--- src/rtl/duty_level_selector.sv ---
// duty_level_selector: turns raw up/down push-buttons into a saturating
// 4-bit duty level for pwm_counter. Each button is synchronized, debounced
// and edge-detected; accepted presses step the level by one within
// 0..MAX_LEVEL.
// Optional feature: define DUTY_LEVEL_SELECTOR_AUTO_REPEAT_EN to add
// hold-to-repeat stepping (REPEAT_DELAY, then every REPEAT_PERIOD cycles).
// Handshake note: there is no valid/ready traffic here; each press pulse is a
// single-cycle event that is consumed by the level register in that cycle.
// Bit 0 of every per-button vector is the up button, bit 1 is down.
module duty_level_selector #(
    parameter int DEBOUNCE_CYCLES = 16,
    parameter int MAX_LEVEL       = 10,
    parameter int RESET_LEVEL     = 0,
    parameter int REPEAT_DELAY    = 64,
    parameter int REPEAT_PERIOD   = 16
) (
    input  logic       clk,
    input  logic       rst,
    input  logic       btn_up,
    input  logic       btn_down,
    output logic [3:0] duty_multiplier,
    output logic       level_changed,
    output logic       at_min,
    output logic       at_max
);

    localparam logic [3:0]  MAX_L   = 4'(MAX_LEVEL);
    localparam logic [3:0]  RST_L   = 4'(RESET_LEVEL);
    localparam logic [15:0] DB_LAST = 16'(DEBOUNCE_CYCLES);

    logic [1:0]  sync1;
    logic [1:0]  sync2;
    logic [1:0]  stable;
    logic [1:0]  stable_q;
    logic [1:0]  press;
    logic [1:0]  step;
    logic [15:0] db_cnt [2];
    logic [3:0]  level;
    logic [3:0]  next_level;

    // Two-flop synchronizer for both raw buttons.
    always_ff @(posedge clk) begin
        if (rst) begin
            sync1 <= 2'b00;
            sync2 <= 2'b00;
        end else begin
            sync1 <= {btn_down, btn_up};
            sync2 <= sync1;
        end
    end

    // Debounce: accept a new state only after it persists past DEBOUNCE_CYCLES;
    // any return to the stable value throws away the partial count.
    always_ff @(posedge clk) begin
        if (rst) begin
            stable    <= 2'b00;
            db_cnt[0] <= '0;
            db_cnt[1] <= '0;
        end else begin
            for (int i = 0; i < 2; i++) begin
                if (sync2[i] == stable[i]) begin
                    db_cnt[i] <= '0;
                end else if (db_cnt[i] == DB_LAST) begin
                    stable[i] <= sync2[i];
                    db_cnt[i] <= '0;
                end else begin
                    db_cnt[i] <= db_cnt[i] + 16'd1;
                end
            end
        end
    end

    // Rising-edge detect on the debounced state; releases produce nothing.
    always_ff @(posedge clk) begin
        if (rst) begin
            stable_q <= 2'b00;
            press    <= 2'b00;
        end else begin
            stable_q <= stable;
            press    <= stable & ~stable_q;
        end
    end

`ifdef DUTY_LEVEL_SELECTOR_AUTO_REPEAT_EN
    localparam logic [15:0] RPT_FIRST = 16'(REPEAT_DELAY - 1);
    localparam logic [15:0] RPT_NEXT  = 16'(REPEAT_PERIOD - 1);

    logic [15:0] rpt_cnt [2];
    logic [1:0]  rpt_first;
    logic [1:0]  rpt_pulse;

    // Auto-repeat: counts from the press pulse while held; the first synthetic
    // press waits REPEAT_DELAY, later ones REPEAT_PERIOD. Release clears it.
    always_ff @(posedge clk) begin
        if (rst) begin
            rpt_cnt[0] <= '0;
            rpt_cnt[1] <= '0;
            rpt_first  <= 2'b11;
            rpt_pulse  <= 2'b00;
        end else begin
            for (int i = 0; i < 2; i++) begin
                rpt_pulse[i] <= 1'b0;
                if (!stable[i] || !stable_q[i]) begin
                    rpt_cnt[i]   <= '0;
                    rpt_first[i] <= 1'b1;
                end else if (rpt_cnt[i] == (rpt_first[i] ? RPT_FIRST : RPT_NEXT)) begin
                    rpt_cnt[i]   <= '0;
                    rpt_first[i] <= 1'b0;
                    rpt_pulse[i] <= 1'b1;
                end else begin
                    rpt_cnt[i] <= rpt_cnt[i] + 16'd1;
                end
            end
        end
    end

    assign step = press | rpt_pulse;
`else
    assign step = press;
`endif

    // Saturating next level; simultaneous up and down cancel.
    always_comb begin
        next_level = level;
        if (step == 2'b01 && level != MAX_L) begin
            next_level = level + 4'd1;
        end else if (step == 2'b10 && level != 4'd0) begin
            next_level = level - 4'd1;
        end
    end

    // Level register and its change pulse, updated on the same edge.
    always_ff @(posedge clk) begin
        if (rst) begin
            level         <= RST_L;
            level_changed <= 1'b0;
        end else begin
            level         <= next_level;
            level_changed <= (next_level != level);
        end
    end

    assign duty_multiplier = level;
    assign at_min          = (level == 4'd0);
    assign at_max          = (level == MAX_L);

endmodule

--- config.mk ---
export PLATFORM = sky130hd
export DESIGN_NAME = duty_level_selector
export DESIGN_NICKNAME = d
export VERILOG_FILES = /design/src/rtl/duty_level_selector.sv
export SDC_FILE = /design/constraint.sdc
export NUM_CORES = 1
export LEC_CHECK = 0
export BUFFER_PORTS_ARGS = -buffer_cell sky130_fd_sc_hd__buf_4
export CAP_MARGIN = 30
export CORE_MARGIN = 4
export CORE_UTILIZATION = 45
export DETAILED_ROUTE_END_ITERATION = 8
export RECOVER_POWER = 50
export SYNTH_ARGS = -nofsm -noshare
export SYNTH_HDL_FRONTEND = slang
export SYNTH_SLANG_ARGS = --single-unit
--- constraint.sdc ---
create_clock -name clk -period 2.4 [get_ports clk]
set_input_delay 0.72 -clock clk [delete_from_list [all_inputs] [get_ports clk]]
set_output_delay 0.72 -clock clk [all_outputs]
set_load 0.005 [all_outputs]
==> load_flow_metrics.sql <==
INSERT INTO impl_metrics (metric_group, metric, value, unit) VALUES
('status', 'result_of_the_run', 'complete, no violations', ''),
('worst_setup_path', 'cp.required', '1.68', 'ns'),
('layout', 'layout-drive-gt1-share', '0.0899', ''),
('synth', 'netlist_instances', '230', ''),
('drt', 'route.detailed.vias_per_inst', '4.78', ''),
('drt', 'dr_total_vias', '1662', ''),
('floorplanning', 'initial_utilization', '0.467', ''),
('placed_design', 'placedCellCount', '340', ''),
('worst_setup_path', 'crit-reg2reg-launch', 'db_cnt[0][0]$_SDFFCE_PN0P_', ''),
('synth', 'synth_ff_type', 'sky130_fd_sc_hd__edfxtp_1', ''),
('layout', 'layout.cells.most_common', 'sky130_fd_sc_hd__nor2_1', ''),
('worst_setup_path', 'largest_fanout_on_the_critical_path', '6', ''),
('sta', 'hold_violations', '0', ''),
('grt', 'maximum_number_of_pins_on_one_net_before_global_route_repair', '16', ''),
('worst_setup_path', 'critical-path-max-stage-delay', '0.43', 'ns'),
('grt', 'antenna_found_initial', '0', ''),
('clock_tree', 'cts_hold_buffers_added', '0', ''),
('layout', 'final_cells', '348', ''),
('clock_tree', 'cts_num_sinks', '47', ''),
('layout', 'finish.net_count', '288', ''),
('clock_tree', 'cts_tree', 'done', ''),
('drt', 'drcViolationCount', '0', ''),
('sta', 'finalSetupViolCount', '0', ''),
('synth', 'ys_ff_latch', '47', ''),
('worst_setup_path', 'timing.critical_path.to', 'at_min', ''),
('clock_tree', 'cts_post_setup_buffers_inserted', '0', ''),
('worst_setup_path', 'timing.rr.end', 'db_cnt[0][10]$_SDFFCE_PN0P_', ''),
('sta', 'timing.setup.tns', '0', 'ns'),
('sta', 'worst-slew-pin-transition', '0.610', 'ns'),
('clock_tree', 'cts.path.max_buffers', '2', ''),
('floorplanning', 'boundaryPins', '11', ''),
('layout', 'final_cell_mix', '36 x sky130_fd_sc_hd__nor2_1, 32 x sky130_fd_sc_hd__edfxtp_1, 32 x sky130_fd_sc_hd__conb_1, 19 x sky130_fd_sc_hd__xnor2_1, 15 x sky130_fd_sc_hd__dfxtp_1', ''),
('synth', 'number_of_enable_type_register_cells_in_the_synthesized_netlist', '32', ''),
('placed_design', 'detailed_place_hpwl', '2.76', 'mm'),
('layout', 'antenna_diode_count', '0', ''),
('drt', 'drt.antenna.violating_nets', '0', ''),
('synth', 'synth.yosys.seq_area_share', '0.525', ''),
('layout', 'final_core_util', '0.537', ''),
('synth', 'netlist_area_before_placement', '2400', 'um2'),
('clock_tree', 'cts-resized-gates', '0', ''),
('grt', 'first_global_vias', '1534', ''),
('worst_setup_path', 'crit_path_start', 'duty_multiplier[0]$_SDFF_PP0_', ''),
('drt', 'detailedRoute.firstPassIterationCount', '4', ''),
('floorplanning', 'floorplan.rows', '26', ''),
('clock_tree', 'clock_tree.root_cell', 'sky130_fd_sc_hd__clkbuf_8', ''),
('worst_setup_path', 'setup.worst_path.end_class', 'primary output', ''),
('placed_design', 'pre_cts_slack', '0.464', 'ns'),
('sta', 'final_max_slew_viol_count', '0', ''),
('floorplanning', 'die_height', '81.0', 'um'),
('drt', 'initialDrtViolationCount', '76', ''),
('hold_path', 'min-delay-path-class', 'reg2reg', ''),
('flow_run', 'max_cap_viol_count', '0', ''),
('layout', 'flow.area_growth_from_synthesis', '15.1', '%'),
('layout', 'nFillCells', '507', ''),
('clock_tree', 'htree_levels', '2', ''),
('sta', 'final.period_utilization', '0.917', ''),
('worst_setup_path', 'critPathMostFrequentCell', 'sky130_fd_sc_hd__buf_4', ''),
('worst_setup_path', 'crit_arrival', '1.48', 'ns'),
('sta', 'setup_slack', '0.200', 'ns'),
('floorplanning', 'fp.dieArea', '6570', 'um2'),
('clock_tree', 'clk_pin_slew_worst_paths', '0.08', 'ns'),
('worst_setup_path', 'r2r_setup_slack', '0.43', 'ns'),
('synth', 'yosysUniqueCellTypes', '41', ''),
('sta', 'timing.max_slew.rel_slack', '0.593', ''),
('worst_setup_path', 'worst-r2r-cell-count', '7', ''),
('drt', 'routedWlPerCell', '11.2', 'um'),
('grt', 'grt_ovf', '0', ''),
('drt', 'drt-total-wl', '3.88', 'mm'),
('synth', 'postSynth.asyncResetShare', '0', ''),
('grt', 'globalRouteTotalUtil', '0.137', ''),
('sta', 'setup_repair_after_global_routing_missed_its_margin', 'false', '');
[worst max-delay path: cells and delay by family (launching register included)]
| kind | cells | cell delay, ns |
|---|---|---|
| AND/OR/NAND/NOR | 1 | 0.14 |
| adder cells (fa/ha/maj) | 1 | 0.22 |
| flip-flops | 1 | 0.43 |
| buffers and inverters | 3 | 0.38 |
[metrics by stage]
stage	instance area (um2)	power (mW)	hold slack [ns]
2_1_floorplan	2520	0.979	0.367
3_3_place_gp	2680	0.999	0.373
3_5_place_dp	2680	0.999	0.382
4_1_cts	2770	1.49	0.394
5_1_grt	2760	1.54	0.407
6_report	2760	1.46	0.389
[report_power, final]
group,switching [mW],internal (mW)
sequential,0.0315,0.890
combinational,0.0334,0.0256
clock,0.269,0.210
[synthesized netlist by cell type, types with 3 or more instances]
library cell,instances,area share
sky130_fd_sc_hd__nor2_1,36,0.056
sky130_fd_sc_hd__edfxtp_1,32,0.40
sky130_fd_sc_hd__xnor2_1,19,0.069
sky130_fd_sc_hd__dfxtp_1,15,0.13
sky130_fd_sc_hd__nand3_1,12,0.025
sky130_fd_sc_hd__nor3_1,11,0.023
sky130_fd_sc_hd__inv_1,9,0.014
sky130_fd_sc_hd__nor2b_1,9,0.023
sky130_fd_sc_hd__xor2_1,9,0.033
sky130_fd_sc_hd__nand2_1,8,0.013
sky130_fd_sc_hd__nand4_1,8,0.021
sky130_fd_sc_hd__a21oi_1,7,0.015
sky130_fd_sc_hd__ha_1,7,0.036
sky130_fd_sc_hd__nor4_1,6,0.016
sky130_fd_sc_hd__and3_1,3,0.0078
sky130_fd_sc_hd__nor3b_1,3,0.0094
sky130_fd_sc_hd__nor4b_1,3,0.011
[how the worst min path moves through the flow]
stage                                      start                  end  slack, ns  cells past startpoint
after global routing      stable_q[0]$_SDFF_PP0_  press[0]$_SDFF_PP0_       0.41                      1
final                     stable_q[0]$_SDFF_PP0_  press[0]$_SDFF_PP0_       0.39                      1
after detailed placement  stable_q[1]$_SDFF_PP0_  press[1]$_SDFF_PP0_       0.38                      1
after global placement    stable_q[0]$_SDFF_PP0_  press[0]$_SDFF_PP0_       0.37                      1
after CTS                 stable_q[1]$_SDFF_PP0_  press[1]$_SDFF_PP0_       0.39                      1
after floorplan           stable_q[0]$_SDFF_PP0_  press[0]$_SDFF_PP0_       0.37                      1
[flip-flops by register name (all words and copies together), names as in the netlist]
register	count
sync1	2
duty_multiplier	4
stable_q	2
stable	2
press	2
level_changed	1
db_cnt	32
sync2	2
[area by class of cell]
type                            count  area [um2]  area share
Clock inverter                      2        15.0     0.00543
Timing Repair Buffer               12        83.8      0.0303
Clock buffer                        6        72.6      0.0263
Tap cell                           70        87.6      0.0317
Sequential cell                    47        1260       0.457
Inverter                            9        33.8      0.0122
Multi-Input combinational cell    202        1210       0.438
[kinds of logic (layout without fill, tap and decap cells)]
group	count (synthesis)	in the layout	synth area share
fa+ha+maj	7	7	0.0365
mux	2	2	0.00834
xor+xnor	28	28	0.102
simple gates	117	117	0.266
other cells	1	32	0.00156
compound gates	16	16	0.0406
buf+inv	12	29	0.0198
flops	47	47	0.525
[per-layer routing]
metal | routed length, um | up-vias | track usage
met5 | 0 | - | 0
met4 | 42 | 0 | 0.0456
met3 | 153 | 6 | 0.0432
met2 | 1520 | 19 | 0.190
met1 | 2170 | 746 | 0.200
li1 | - | 891 | -
Power figures use the tool's default switching activity.
